**src/rtl/nibble_serial_add_seq.sv**
```systemverilog
// rtl/nibble_serial_add_seq.sv - nibble-serial WIDTH-bit adder sequencer driving an external 4-bit CLA
module nibble_serial_add_seq #(
    parameter int WIDTH = 16
) (
    input  logic             clk,
    input  logic             rst_n,
    input  logic             start,
    input  logic [WIDTH-1:0] a,
    input  logic [WIDTH-1:0] b,
    input  logic             carry_in,
    output logic             busy,
    output logic             done,
    output logic [WIDTH-1:0] sum,
    output logic             carry_out,
    output logic             overflow,
    output logic [3:0]       cla_a,
    output logic [3:0]       cla_b,
    output logic             cla_cin,
    input  logic [3:0]       cla_sum,
    input  logic             cla_cout
);

    localparam int NIBBLES = WIDTH / 4;
    localparam int IDX_W   = (NIBBLES > 1) ? $clog2(NIBBLES) : 1;
    localparam int SEL_W   = $clog2(WIDTH);
    localparam logic [IDX_W-1:0] LAST_IDX = IDX_W'(NIBBLES - 1);

    typedef enum logic [1:0] {
        S_IDLE = 2'd0,
        S_RUN  = 2'd1,
        S_DONE = 2'd2
    } state_t;

    state_t             state;
    state_t             state_next;
    logic [IDX_W-1:0]   idx;
    logic               carry_reg;
    logic               cin_reg;
    logic [WIDTH-1:0]   a_reg;
    logic [WIDTH-1:0]   b_reg;
    logic [WIDTH-1:0]   work;
    logic [SEL_W-1:0]   base;
    logic               accept;
    logic               last;
    logic               final_msb;

    assign base      = SEL_W'(idx) << 2;
    assign accept    = start && ((state == S_IDLE) || (state == S_DONE));
    assign last      = (state == S_RUN) && (idx == LAST_IDX);
    assign final_msb = cla_sum[3];

    always_ff @(posedge clk or negedge rst_n) begin
        if (!rst_n) begin
            state <= S_IDLE;
        end else begin
            state <= state_next;
        end
    end

    always_comb begin
        state_next = state;
        case (state)
            S_IDLE:  if (start) state_next = S_RUN;
            S_RUN:   if (idx == LAST_IDX) state_next = S_DONE;
            S_DONE:  state_next = start ? S_RUN : S_IDLE;
            default: state_next = S_IDLE;
        endcase
    end

    // Adder inputs are driven only while running so the CLA sees quiet zeros otherwise.
    always_comb begin
        busy    = 1'b0;
        done    = 1'b0;
        cla_a   = 4'd0;
        cla_b   = 4'd0;
        cla_cin = 1'b0;
        case (state)
            S_RUN: begin
                busy    = 1'b1;
                cla_a   = a_reg[base +: 4];
                cla_b   = b_reg[base +: 4];
                cla_cin = (idx == '0) ? cin_reg : carry_reg;
            end
            S_DONE:  done = 1'b1;
            default: ;
        endcase
    end

    always_ff @(posedge clk or negedge rst_n) begin
        if (!rst_n) begin
            idx       <= '0;
            carry_reg <= 1'b0;
            cin_reg   <= 1'b0;
            a_reg     <= '0;
            b_reg     <= '0;
            work      <= '0;
            sum       <= '0;
            carry_out <= 1'b0;
            overflow  <= 1'b0;
        end else if (accept) begin
            a_reg   <= a;
            b_reg   <= b;
            cin_reg <= carry_in;
            idx     <= '0;
        end else if (state == S_RUN) begin
            work[base +: 4] <= cla_sum;
            carry_reg       <= cla_cout;
            if (last) begin
                // Top nibble comes straight from the adder; lower nibbles are already in work.
                sum       <= {cla_sum, work[WIDTH-5:0]};
                carry_out <= cla_cout;
                overflow  <= (a_reg[WIDTH-1] == b_reg[WIDTH-1]) &&
                             (final_msb != a_reg[WIDTH-1]);
            end else begin
                idx <= idx + 1'b1;
            end
        end
    end

endmodule

```
**config.mk**
```make
export PLATFORM = sky130hd
export DESIGN_NAME = nibble_serial_add_seq
export DESIGN_NICKNAME = d
export VERILOG_FILES = /design/src/rtl/nibble_serial_add_seq.sv
export SDC_FILE = /design/constraint.sdc
export NUM_CORES = 1
export LEC_CHECK = 0
export BUFFER_PORTS_ARGS = -buffer_cell sky130_fd_sc_hd__buf_4
export CORE_MARGIN = 3
export CORE_UTILIZATION = 57
export DETAILED_ROUTE_END_ITERATION = 10
export HOLD_SLACK_MARGIN = 0.02
export PLACE_DENSITY = 0.88
export SLEW_MARGIN = 20
export SYNTH_ARGS = -nofsm -noshare
export SYNTH_HDL_FRONTEND = slang
export SYNTH_SLANG_ARGS = --single-unit
```
**constraint.sdc**
```tcl
create_clock -name clk -period 5.8 [get_ports clk]
set_clock_uncertainty 0.15 [all_clocks]
set_input_delay 0.29 -clock clk [delete_from_list [all_inputs] [get_ports clk]]
set_output_delay 0.29 -clock clk [all_outputs]
set_load 0.1 [all_outputs]
```
Word level (Yosys, flattened, before mapping)
Index checks and enable logic that the tools add are counted.
{"block": "classes", "add_sub_neg": 2, "eq_ne": 8, "shifts": 4, "muxes": 14, "bitwise_logic": 1, "reduce_logical": 11}
{"op": "16-bit by 5-bit indexed part select with 4-bit output", "count": 2}
{"op": "16-bit bitwise mux", "count": 1}
{"op": "4-bit by 6-bit variable shift with 16-bit output, first input constant", "count": 1}
{"op": "4-bit by 6-bit indexed part select with 16-bit output", "count": 1}
{"op": "2-bit 2-to-1 mux", "count": 5}
{"op": "4-bit 2-to-1 mux", "count": 2}
{"op": "2-bit != test, second input constant", "count": 3}
{"op": "4-bit negator with 6-bit output", "count": 1}
{"op": "2-bit one-hot mux with 3 select lines", "count": 1}
{"op": "2-bit AND reduction", "count": 3}
{"op": "1-bit 2-to-1 mux", "count": 5}
{"op": "2-bit == test, second input constant", "count": 2}
{"op": "2-bit logical NOT", "count": 2}
{"op": "1-bit logical AND", "count": 3}
{"op": "3-bit AND reduction", "count": 1}
{"op": "2-bit by 1-bit adder with 2-bit output, second input constant", "count": 1}
{"op": "2-bit by 1-bit == test with 1-bit output, second input constant", "count": 1}
{"op": "2-bit nonzero test", "count": 1}
{"op": "1-bit == test", "count": 1}
{"op": "1-bit logical OR", "count": 1}
{"op": "1-bit != test", "count": 1}
{"op": "1-bit inverter", "count": 1}
{"block": "word_totals", "ff_bits": 72, "in_bits": 41, "output_inout_bits": 29}

Longest topological paths before layout
{"block": "logic_depth", "ltp_word": 5, "depth_mapped": 6, "ltp_nobuf": 5}

Worst setup path after synthesis
No wires, ideal clock.
{"block": "synth_path", "path_kind": "flip-flop to output port", "start": "register idx[1]", "end": "output port cla_cin", "arrival_ns": 2.432, "t_required_ns": 5.360, "slack_ns": 2.928, "path_stages_with_launch": 6, "n_path_buf": 1, "path_cell_list": "dfrtp_1 clkbuf_1 inv_1 ha_1 mux2i_1 nor2_1"}
{"block": "synth_between", "elab_chain_len": 3}
{"element": "start, declared", "line_no": "36", "text": "logic [IDX_W-1:0] idx;"}
{"element": "start signal, assigned", "line_no": "115", "text": "idx <= idx + 1'b1;"}
{"element": "2-bit logical NOT", "line_no": "82", "text": "cla_cin = (idx == '0) ? cin_reg : carry_reg;"}
{"element": "1-bit 2-to-1 mux", "line_no": "82"}
{"element": "1-bit 2-to-1 mux", "line_no": "77", "text": "case (state)"}
{"element": "end, declared", "line_no": "18", "text": "output logic cla_cin,"}
Every way passes these cells.

Final worst setup path
{"block": "layout_path", "start": "register idx[0]", "end": "output port cla_cin"}
Same word-level chain as after synthesis.

==> results.toml <==
[run_status]
status = "finished clean"

[synth]
synth_top_cell_area_share_pct = 56.3
yosys-top-cells-count = "dfrtp_1, mux2_2, nand2_1"
synth_cells = 205
syn_nets = 251
async_reset_ff_share_pct = 100
synthXorXnorAreaFrac_pct = 0.290
yosysSeqAreaShare_pct = 56.3
ys_ff_latch = 68
synth_compound_area_share_pct = 3.15
ys_top_cells_by_area = "dfrtp_1, mux2_2, mux2_1"
yosys_warnings = 0
synth-edff-count = 0
synth_top_cell_by_area = "dfrtp_1"
syn_area_per_cell_um2 = 14.7
synth_top_family_by_area = "multiplexers"
synth-simple-area-share_pct = 8.90
syn_area_um2 = 3020
yosysMostFrequentCell = "dfrtp_1"
ys_types = 26
synthMuxAreaShare_pct = 26.5
synthAdderAreaFrac_pct = 2.07
synth_top_flop_cell = "dfrtp_1"

[setup_path]
cp_top_family = "flip-flops"
crit_cells = 5
r2r_setup_slack_ps = 3070
startpoint = "idx[0]$_DFFE_PN0P_"
critPathArrivalTime_ps = 2380
worst_path_max_delay_cell = "dfrtp_1"
r2r-end = "sum[2]$_DFFE_PN0P_"
slowest_delay_ps = 920
worstPathCellList = "inv_1, ha_1, mux2i_1, nor2_1, buf_4"
startpoint_type = "register"
cp.required_ps = 5360
cp_max_fo = 15
r2r_start = "idx[0]$_DFFE_PN0P_"
crit_end = "cla_cin"
critPathCaptureType = "output pin"
ff2ff_path_depth = 3
crit_type = "reg2out"
cp.buffers_inverters = 2

[final_layout]
antenna_cells = 0
nNetsFinal = 343
drive_above_1_share_pct = 43.5
area_delta_synth_final_pct = 30.5

[place]
gp_congestion = 0.749
place_hpwl_mm = 4.21
port_buffers = 69

[routing]
antenna_left = 0
post_drt_wl_per_cell_um = 17.7
vias = 1973
avgViaCountPerCell = 5.36
drtIter0Drc = 100
first_pass_iters = 4
routed_wl_mm = 6.51
drc_errors = 0

[floorplanning]
fp.dieArea_um2 = 6210
initial_core_util_pct = 61.5
die_h_um = 78.8
die_w_um = 78.8
core_area_um2 = 4910
num_rows = 25
pin_count = 70

[clock_network]
root_buffer = "clkbuf_8"
cts_tree = "yes"
hold_buffers = 14
numCtsBuffers = 9
cts-htree-levels = 3
post_cts_resized = 0
post_cts_buffers = 0
clock_path_buffers = 2
clkLatencyLatePin_ps = 330
clkTransAtPathRegs_ps = 70
clock-sinks = 68

[flow_run]
cap_violations = 0

[min_path]
min-delay-path-class = "in2reg"

[timing]
slew_headroom_pct = 28.4
post-route-period-util_pct = 48.7
worst_pin_slew_ps = 1070
finalHoldViolations = 0
fmax_mhz = 354
min_period_ps = 2820
slew_viol_final = 0
rsz0062_at_grt = "false"
finalSetupViolCount = 0
setup-tns-final_ps = 0

[global_routing]
grt_max_degree = 69
grt_pass1_wl_mm = 10.6
grt_pass1_vias = 2120
gr-usage-all-layers_pct = 23.1
antenna_found_initial = 0
gr-total-overflow = 0
-- metrics by stage --
stage / setup WS (ps) / utilization (%) / std cells / cell area [um2] / hold WS, ps
6_report: 2980 / 80.3 / 368 / 3940 / 31.0
5_1_grt: 2800 / 80.3 / 368 / 3940 / 19.8
4_1_cts: 2950 / 78.9 / 361 / 3870 / 20.2
3_5_place_dp: 3060 / 72.6 / 332 / 3560 / 294
3_3_place_gp: 3160 / 72.6 / 332 / 3560 / 291
2_1_floorplan: 2930 / - / 205 / 3020 / -156
-- cell type report --
cell class / count / area (um2)
sequential: 68 / 1700
multi-input combinational: 124 / 1240
fill: 266 / 968
timing repair buffer: 90 / 728
clock buffer: 13 / 159
tap: 67 / 83.8
inverter: 4 / 15.0
clock inverter: 2 / 10.0
-- worst min path at each step --
stage / startpoint / to / slack, ps / depth (start not counted)
2_1_floorplan: rst_n / a_reg[0]$_DFFE_PN0P_ / -160 / 0
3_3_place_gp: rst_n / sum[7]$_DFFE_PN0P_ / 290 / 1
3_5_place_dp: rst_n / sum[7]$_DFFE_PN0P_ / 290 / 1
4_1_cts: a[1] / a_reg[1]$_DFFE_PN0P_ / 20 / 2
5_1_grt: b[13] / b_reg[13]$_DFFE_PN0P_ / 20 / 2
6_report: a[15] / a_reg[15]$_DFFE_PN0P_ / 30 / 2
-- worst reg2reg max path, stage by stage (launching register included) --
cell and delay (ps):
dfrtp_1 920, ha_1 340, nand3b_1 660, mux2_2 550
-- layer usage --
metal	vias up	track usage, %	wire (um)
met5	-	0	0
li1	914	-	-
met1	988	28.1	2560
met4	0	9.79	137
met3	13	6.80	344
met2	58	38.5	3470
-- logic make-up after synthesis --
logic type               Yosys count
adder cells (fa/ha/maj)            5
XOR/XNOR                           1
AND/OR/NAND/NOR                   42
AO/OA/AOI/OAI                     16
flip-flops                        68
buffers and inverters             13
multiplexers                      60
-- cells in the final DEF, fill, tap and decap left out --
cell | Yosys | final
buf_4 | 0 | 69
nand3b_1 | 3 | 3
nor4b_4 | 2 | 2
ha_1 | 5 | 5
dlygate4sd3_1 | 0 | 21
mux4_2 | 8 | 8
o21ai_0 | 10 | 10
a22o_1 | 4 | 4
clkbuf_8 | 0 | 11
nor2_1 | 3 | 3
nor2b_1 | 10 | 9
clkinv_2 | 0 | 2
mux2i_1 | 1 | 1
xnor2_1 | 1 | 1
mux2_4 | 10 | 10
and4bb_2 | 1 | 1
dfrtp_1 | 68 | 68
a21oi_1 | 2 | 2
nand3b_2 | 1 | 1
or2_2 | 1 | 1
clkbuf_1 | 2 | 2
and3b_1 | 1 | 1
nand2_1 | 18 | 18
nand2b_1 | 1 | 1
inv_1 | 4 | 4
nor2b_4 | 0 | 1
nor3b_2 | 1 | 1
mux2_1 | 17 | 17
mux2_2 | 24 | 24
Power is not shown: default switching activity piles up to over one toggle a cycle in this logic, so the estimate is an artifact.
